--- config.mk ---
export PLATFORM = sky130hd
export DESIGN_NAME = weight_bram_sequencer
export DESIGN_NICKNAME = d
export VERILOG_FILES = /design/src/rtl/weight_bram_sequencer.sv
export SDC_FILE = /design/constraint.sdc
export NUM_CORES = 1
export LEC_CHECK = 0
export ABC_AREA = 1
export ABC_CLOCK_PERIOD_IN_PS = 1440
export CORE_MARGIN = 2
export CORE_UTILIZATION = 41
export CTS_CLUSTER_SIZE = 30
export DETAILED_ROUTE_END_ITERATION = 10
export MAX_ROUTING_LAYER = met4
export PLACE_DENSITY = 0.77
export SLEW_MARGIN = 20
export SYNTH_ARGS = -nofsm -noshare
export SYNTH_HDL_FRONTEND = slang
export SYNTH_SLANG_ARGS = --single-unit
--- constraint.sdc ---
create_clock -name clk -period 1.44 [get_ports clk]
set_clock_uncertainty 0.15 [all_clocks]
set_input_delay 0.216 -clock clk [delete_from_list [all_inputs] [get_ports clk]]
set_output_delay 0.216 -clock clk [all_outputs]
set_load 0.02 [all_outputs]
--- src/rtl/weight_bram_sequencer.sv ---
// Weight BRAM sequencer: shares one negedge-sampled weight BRAM between a
// host write port and a valid/ready streaming read sweep over 0..DEPTH-1.
module weight_bram_sequencer #(
  parameter int DEPTH = 28,
  parameter int AW    = 5,
  parameter int DW    = 16
) (
  input  logic          clk,
  input  logic          rst_n,
  input  logic          rd_start_i,
  output logic          rd_busy_o,
  output logic [DW-1:0] w_data_o,
  output logic          w_valid_o,
  input  logic          w_ready_i,
  output logic          w_last_o,
  output logic          rd_done_o,
  input  logic          wr_req_i,
  input  logic [AW-1:0] wr_addr_i,
  input  logic [DW-1:0] wr_data_i,
  output logic          wr_ack_o,
  output logic          wr_err_o,
  output logic [AW-1:0] bram_addr_o,
  output logic [DW-1:0] bram_di_o,
  output logic          bram_en_o,
  output logic          bram_we_o,
  input  logic [DW-1:0] bram_do_i
);

  // One extra bit so the counter can park at DEPTH even when DEPTH == 2**AW.
  localparam logic [AW:0] DEPTH_C = (AW+1)'(DEPTH);

  typedef enum logic [1:0] {S_IDLE, S_WRITE, S_READ, S_DONE} state_t;

  state_t        state_q;
  logic [AW:0]   cnt_q;
  logic          pend_q;      // RD_START seen while a write was being served
  logic          do_pend_q;   // BRAM DO holds a read not yet moved to W_DATA
  logic          rd_busy_q;
  logic          rd_done_q;
  logic [DW-1:0] w_data_q;
  logic          w_valid_q;
  logic          w_last_q;
  logic          wr_ack_q;
  logic          wr_err_q;
  logic [AW-1:0] bram_addr_q;
  logic [DW-1:0] bram_di_q;
  logic          bram_en_q;
  logic          bram_we_q;

  logic in_range;
  logic adv;
  logic issue;
  logic at_last;

  // The output register can take a new beat when it is empty or being drained.
  // A read is only issued in the same condition; because DO holds while EN=0,
  // a stalled read simply waits in the BRAM output until the register frees up.
  assign in_range = ({1'b0, wr_addr_i} < DEPTH_C);
  assign adv      = !w_valid_q || w_ready_i;
  assign issue    = (cnt_q < DEPTH_C) && adv;
  assign at_last  = ({1'b0, bram_addr_q} == (DEPTH_C - 1'b1));

  // Sequencer FSM with all outputs registered.
  always_ff @(posedge clk or negedge rst_n) begin
    if (!rst_n) begin
      state_q     <= S_IDLE;
      cnt_q       <= '0;
      pend_q      <= 1'b0;
      do_pend_q   <= 1'b0;
      rd_busy_q   <= 1'b0;
      rd_done_q   <= 1'b0;
      w_data_q    <= '0;
      w_valid_q   <= 1'b0;
      w_last_q    <= 1'b0;
      wr_ack_q    <= 1'b0;
      wr_err_q    <= 1'b0;
      bram_addr_q <= '0;
      bram_di_q   <= '0;
      bram_en_q   <= 1'b0;
      bram_we_q   <= 1'b0;
    end else begin
      wr_ack_q  <= 1'b0;
      wr_err_q  <= 1'b0;
      rd_done_q <= 1'b0;
      case (state_q)
        S_IDLE: begin
          if (wr_req_i) begin
            state_q     <= S_WRITE;
            bram_en_q   <= in_range;
            bram_we_q   <= in_range;
            bram_addr_q <= wr_addr_i;
            bram_di_q   <= wr_data_i;
            wr_ack_q    <= 1'b1;
            wr_err_q    <= !in_range;
            if (rd_start_i) pend_q <= 1'b1;
          end else if (rd_start_i || pend_q) begin
            state_q   <= S_READ;
            pend_q    <= 1'b0;
            rd_busy_q <= 1'b1;
            cnt_q     <= '0;
            do_pend_q <= 1'b0;
          end
        end
        S_WRITE: begin
          bram_en_q <= 1'b0;
          bram_we_q <= 1'b0;
          if (rd_start_i) pend_q <= 1'b1;
          state_q <= S_IDLE;
        end
        S_READ: begin
          bram_we_q <= 1'b0;
          bram_en_q <= issue;
          if (issue) begin
            bram_addr_q <= cnt_q[AW-1:0];
            cnt_q       <= cnt_q + 1'b1;
          end
          if (w_valid_q && w_ready_i && w_last_q) begin
            state_q   <= S_DONE;
            rd_busy_q <= 1'b0;
            rd_done_q <= 1'b1;
            w_valid_q <= 1'b0;
            w_last_q  <= 1'b0;
            do_pend_q <= 1'b0;
          end else if (adv) begin
            do_pend_q <= issue;
            if (do_pend_q) begin
              w_valid_q <= 1'b1;
              w_data_q  <= bram_do_i;
              w_last_q  <= at_last;
            end else begin
              w_valid_q <= 1'b0;
              w_last_q  <= 1'b0;
            end
          end
        end
        S_DONE: begin
          cnt_q   <= '0;
          state_q <= S_IDLE;
        end
        default: state_q <= S_IDLE;
      endcase
    end
  end

  assign rd_busy_o   = rd_busy_q;
  assign rd_done_o   = rd_done_q;
  assign w_data_o    = w_data_q;
  assign w_valid_o   = w_valid_q;
  assign w_last_o    = w_last_q;
  assign wr_ack_o    = wr_ack_q;
  assign wr_err_o    = wr_err_q;
  assign bram_addr_o = bram_addr_q;
  assign bram_di_o   = bram_di_q;
  assign bram_en_o   = bram_en_q;
  assign bram_we_o   = bram_we_q;

endmodule
== After elaboration in Yosys (flattened, before gate mapping) ==
Cells that the tools add are included.

* Register bits after elaboration: 55
* Input port bits: 42
* Output and inout bits: 45

* $add $sub $neg: 1
* Magnitude comparators: 2
* Equal/unequal tests: 11
* Mux-type cells: 38
* Bitwise operators: 1
* Reductions and logical operators: 27

{| class="wikitable"
|+ Operators with widths
! kind !! count
|-
| two-way mux 1 bit || 22
|-
| two-way mux 6 bit || 3
|-
| one-hot mux 6 bit (3 select lines) || 1
|-
| AND reduction 4 bit || 4
|-
| AND reduction 2 bit || 6
|-
| two-way mux 5 bit || 2
|-
| != test 2 bit, second input constant || 5
|-
| one-hot mux 5 bit (2 select lines) || 1
|-
| one-hot mux 1 bit (2 select lines) || 4
|-
| nonzero test 2 bit || 4
|-
| adder 6 x 1 -> 6 bit, second input constant || 1
|-
| < comparator 6 x 5 -> 1 bit, second input constant || 1
|-
| two-way mux 2 bit || 3
|-
| != test 3 bit, second input constant || 2
|-
| one-hot mux 2 bit (3 select lines) || 1
|-
| nonzero test 3 bit || 2
|-
| == test 5 bit, second input constant || 1
|-
| < comparator 5 bit, second input constant || 1
|-
| == test 2 bit, second input constant || 2
|-
| OR reduction 2 bit || 2
|-
| logical AND 1 bit || 3
|-
| one-hot mux 1 bit (3 select lines) || 1
|-
| AND reduction 3 bit || 1
|-
| == test 2 x 1 -> 1 bit, second input constant || 1
|-
| other kinds (4) || 6
|}

== Longest topological paths before layout ==
* Depth in word-level cells: 6
* Mapped depth: 10

== Least setup slack after synthesis ==
No wires, ideal clock.

* Path kind: reg-to-reg
* From: register state_q[0]
* To: register cnt_q[3]
* Setup time: 117 ps
* Arrival: 1233 ps
* Path slack: -60 ps
* Stages on the path, launching flop included: 9
* Path buffers: 0
* Cell sequence: dfrtp_1 > inv_1 > ha_1 > nand2_4 > nand2_1 > nor2_4 > nand2_2 > nand2_1 > nand2_1

* Longest elaborated chain between the ends: 3
* Elaborated cells between the ends (all ways): 9
* Those cells by class: 5 x eq/ne; 1 x mux; 3 x reduce/logical

{| class="wikitable"
|+ RTL lines
! element !! line !! RTL
|-
| start, declared || 34 || <nowiki>state_t state_q;</nowiki>
|-
| start signal, assigned || 66 || <nowiki>state_q <= S_IDLE;</nowiki>
|-
| start signal, assigned || 88 || <nowiki>state_q <= S_WRITE;</nowiki>
|-
| start signal, assigned || 97 || <nowiki>state_q <= S_READ;</nowiki>
|-
| == test 2 bit or logical NOT 2 bit (tied branches) || 85 || <nowiki>case (state_q)</nowiki>
|-
| != test 2 bit (no source line) or nonzero test 3 bit (tied branches) || - ||
|-
| AND reduction 4 bit (no source line) || - ||
|-
| end signal, assigned || 115 || <nowiki>cnt_q <= cnt_q + 1'b1;</nowiki>
|-
| end, declared || 35 || <nowiki>logic [AW:0] cnt_q;</nowiki>
|}

Several ways; a longest one is shown, not always the timed one.
A chain may end at the register's enable or synchronous reset.

== Final worst setup path ==
* From: register state_q[0]
* To: register w_data_q[2] (netlist: w_data_o[2])

* Longest elaborated chain between the ends: 2

{| class="wikitable"
|+ RTL lines
! element !! line !! RTL
|-
| == test 2 bit || 85 ||
|-
| AND reduction 4 bit (no source line) || - ||
|-
| end signal, assigned || 128 || <nowiki>w_data_q <= bram_do_i;</nowiki>
|-
| end, declared || 40 || <nowiki>logic [DW-1:0] w_data_q;</nowiki>
|}

No other way between the ends.

==> impl_summary.md <==
Status
The flow ran to the end, but the final reports show violations. The checks that failed: negative setup slack.

Route
The total length of routed met2 wires is 3.39 mm. The routed layout has 2312 vias. The number of nets with antenna violations after routing is 0. The first detailed-routing pass ran for 4 iterations. The routed design uses 339 microns of met3 wire. The detailed router finished its first iteration with 95 violations. Summed over all layers, the routed wires come to 6.52 mm. In this run the top signal layer used is met4. The detailed router put a total of 2.70 mm of wire on met1.

In the final routed layout, each cell accounts on average for 13.5 microns. Dividing the detail-routed via count by the number of cells gives 4.81. The number of DRC violations after detailed routing is 0.

Floorplan
The core region is 5890 sq um. The die covers 6710 sq um. In this run the horizontal extent of the chip is 81.9 microns. For this configuration, the core starts out at a cell density of 0.423.

In this run the count of I/O pins placed on the die edge is 87. Measured along the y axis, the die boundary spans 81.9 microns. The floorplan has 28 rows.

Power and ir drop
The power consumption is 7.94 mW. The maximum vdd ir drop is 0.00109 V. The analysis attributes to net switching a power of 3.36 mW. Internal power comes to 4.58 mW. The share of total power dissipated in combinational logic is 0.547.

Power spread over the standard cell area amounts to 1990 nW/um^2. Of the total power, the share spent switching nets is 0.423. The reported leakage power is 2.09 nW.

The clock network fraction of total power is 0.130. The proportion of power drawn by flip-flops and latches is 0.322.

Clock network
The total CTS buffers is 5. Clock-pin slew was measured on the worst setup and hold paths at 0.10 ns. The H-tree generated during clock tree synthesis spans 2 levels.

TritonCTS built the clock tree. Clock latency on the worst-skew pair, taken at its later pin, is 0.31 ns. The maximum buffer depth of the clock tree is 2. The cell at the root of the clock tree is sky130_fd_sc_hd__clkbuf_8.

The count of clock tree sinks is 55.

Logic synthesis
The number of cells produced by synthesis is 290. The number of warnings printed during yosys synthesis is 0. Summed over all instances, the cell type with the most area after synthesis is sky130_fd_sc_hd__dfrtp_1. In the post-synthesis netlist, the biggest area contributors are sky130_fd_sc_hd__dfrtp_1 55%, sky130_fd_sc_hd__nand2_1 22%, sky130_fd_sc_hd__nand3_1 3.4%, sky130_fd_sc_hd__ha_1 2.5%, sky130_fd_sc_hd__nor2_1 2.3%. Of the post-synthesis cell area, the dominant cell type holds 0.553.

The register bit total from synthesis is 55. For this run, the register share of the synthesized area comes to 0.553. The number of nets handed over by synthesis was 337.

After synthesis, the mean cell area works out to 8.58 sq um. The count of unique library cells instantiated by Yosys is 25. In this run the cell area of the synthesized design comes to 2490 sq um.

Layout
Of the cells placed in the final design, the portion with a size suffix greater than 1 is 0.251. The number of nets at the end of the flow is 452. Once layout is done, the placed cells without fillers occupy 4000 sq um. The total inserted antenna cells is 0. The area added between synthesis and finish is 60.7%. The utilization after layout is 0.680.

Place
The instance area at placement is 3640 sq um. The final weighted congestion in routability-driven placement is 0.804. Once detailed placement completed, the half-perimeter wirelength came to 4.73 mm. The quantity of I/O buffers inserted on ports is 86.

Setup path
The slowest stage of the critical path belongs to the cell sky130_fd_sc_hd__dfrtp_1. The critical path capture point type is a flip-flop. The path depth of the worst reg2reg path is 7. The signal on the critical path passes through inv_2 > ha_4 > buf_12 > nand4_4 > buf_12 > nand2_1 > nand2_1. The endpoint arrival time on the critical path is 1.57 ns. Of all nets on the critical path, the largest fanout is 16. The critical setup path kind is flip-flop to flip-flop. The critical path required time is 1.49 ns. The family with the most delay on the worst path is buffers and inverters. STA classifies the critical path startpoint as a flip-flop. For this run, the slowest stage of the critical path takes 0.40 ns. The number of buffers and inverters on the critical path is 3.

The depth of the critical timing path with buffers and inverters included is 7.

Job
The number of maximum-capacitance constraint violations is 0.

Timing
Setup repair after global routing could not meet its margin everywhere. The number of endpoints failing setup at the final stage is 45. Once routing completed, OpenROAD measured the worst setup slack at -0.0740 ns. At the pin with the least slew margin, the transition time is 0.301 ns.

In this run the tightest slew margin relative to its limit is 0.799. For this run, the top clock speed supported by timing is 661 MHz. The setup TNS after final layout is -2.06 ns. The number of hold violations in the final report is 0. The period utilization is 1.05. The final-report max-slew violation count is 0. Subtracting the final worst setup slack from the clock period gives 1.51 ns.

GRT
The number of antenna violations at the first check in global routing is 0. The maximum number of pins on one net before global-route repair is 56. For this run, the total global-route usage over all layers was measured as 0.194. The number of global-route vias before repair is 2175. The remaining global-route overflow is 0. The global-route wire length before repair is 9.57 mm.

Worst hold path
The path class of the lowest-slack min-delay path is input pin to async pin.
-- worst reg2reg max path, stage by stage (launching register included) --
cell and delay (ns):
sky130_fd_sc_hd__dfrtp_1 0.40, sky130_fd_sc_hd__inv_2 0.10, sky130_fd_sc_hd__ha_4 0.19, sky130_fd_sc_hd__buf_12 0.12, sky130_fd_sc_hd__nand4_4 0.15, sky130_fd_sc_hd__buf_12 0.19, sky130_fd_sc_hd__nand2_1 0.06, sky130_fd_sc_hd__nand2_1 0.05
-- power groups by stage --
stage / sequential (mW) / clock [mW] / combinational [mW]
2_1_floorplan: 3.26 / 0 / 1.42
3_3_place_gp: 2.56 / 0 / 4.09
3_5_place_dp: 2.59 / 0 / 4.19
4_1_cts: 2.54 / 1.07 / 3.99
5_1_grt: 2.63 / 1.13 / 4.73
6_report: 2.56 / 1.04 / 4.35
-- cells by family (layout without fill, tap and decap cells) --
| family | count (synthesis) | count (layout) | share of synthesized area |
|---|---|---|---|
| simple gates | 192 | 192 | 0.328 |
| flops | 55 | 55 | 0.553 |
| buf+inv | 24 | 140 | 0.0623 |
| compound gates | 13 | 13 | 0.0282 |
| fa+ha+maj | 5 | 5 | 0.0251 |
| xor+xnor | 1 | 1 | 0.00352 |
-- state kept, by name, summed over array words and instances, names as in the netlist --
name         cells
bram_addr_o      5
bram_di_o       16
bram_en_o        1
bram_we_o        1
cnt_q            6
do_pend_q        1
pend_q           1
rd_busy_o        1
rd_done_o        1
state_q          2
w_data_o        16
w_last_o         1
w_valid_o        1
wr_ack_o         1
wr_err_o         1
-- layout make-up --
cell class,instances,area (sq um)
fillers,467,1890
flip-flops and latches,55,1380
multi-input cells,211,1170
repair buffers,117,1170
well taps,75,93.8
inverters,15,73.8
clock buffers,5,68.8
clock inverters,3,46.3
-- cell usage after synthesis --
| cell | number |
|---|---|
| sky130_fd_sc_hd__o211ai_1 | 2 |
| sky130_fd_sc_hd__nor2_1 | 15 |
| sky130_fd_sc_hd__buf_4 | 2 |
| sky130_fd_sc_hd__nand2_1 | 146 |
| sky130_fd_sc_hd__nand2_4 | 2 |
| sky130_fd_sc_hd__nand3_2 | 2 |
| sky130_fd_sc_hd__ha_1 | 5 |
| sky130_fd_sc_hd__nand2_2 | 6 |
| sky130_fd_sc_hd__buf_2 | 1 |
| sky130_fd_sc_hd__nand3_1 | 17 |
| sky130_fd_sc_hd__inv_1 | 12 |
| sky130_fd_sc_hd__a21oi_1 | 2 |
| sky130_fd_sc_hd__buf_6 | 3 |
| sky130_fd_sc_hd__inv_2 | 2 |
| sky130_fd_sc_hd__inv_4 | 1 |
| sky130_fd_sc_hd__buf_8 | 1 |
| sky130_fd_sc_hd__nand4_1 | 1 |
| sky130_fd_sc_hd__dfrtp_1 | 55 |
| sky130_fd_sc_hd__o21ai_1 | 1 |
| sky130_fd_sc_hd__xnor2_1 | 1 |
| sky130_fd_sc_hd__clkbuf_8 | 2 |
| sky130_fd_sc_hd__nand4_4 | 1 |
| sky130_fd_sc_hd__nand3b_1 | 1 |
| sky130_fd_sc_hd__nor2_4 | 1 |
| sky130_fd_sc_hd__o21ai_0 | 8 |
-- metal layers --
layer  global-route usage  vias up
met3               0.0385        6
li1                     -     1130
met1                0.231     1108
met5                    -        -
met2                0.326       68
met4               0.0750        0
-- worst paths after layout --
kind / start / to / slack (ns)
hold / removal: rst_n / rd_busy_o / 0.28
setup / recovery: state_q[0] / w_data_o[2] / -0.07
setup reg to reg: state_q[0] / w_data_o[2] / -0.07
max in group asynchronous: rst_n / cnt_q[2] / 0.61
hold reg to reg: bram_di_o[2] / bram_di_o[2] / 0.33
min in group clk: bram_do_i[13] / w_data_o[13] / 0.28
-- cell usage in the layout (no fill, tap or decap), drive strengths merged, types with 5 or more instances in the layout --
master,n
nand2,154
dfrtp,55
clkdlybuf4s50,40
dlygate4sd2,33
buf,30
nand3,19
nor2,16
inv,15
clkdlybuf4s15,11
o21ai,9
clkbuf,7
ha,5
-- stage by stage --
step	hold WS (ns)	instances	setup slack (ns)
after floorplan	-0.230	290	0.00952
after global placement	0.0801	469	-0.141
after detailed placement	0.0857	469	-0.220
after CTS	0.273	480	-0.0800
after global routing	0.288	481	-0.148
final	0.277	481	-0.0740
-- repair_timing --
action	in CTS	in global routing
hold endpoints to repair	55	0
pin swaps	8	16
resized for setup	69	63
setup endpoints to repair	92	61
cloned	0	1
setup buffers	2	0
hold buffers	1	0
(Power assumes the default switching activity.)
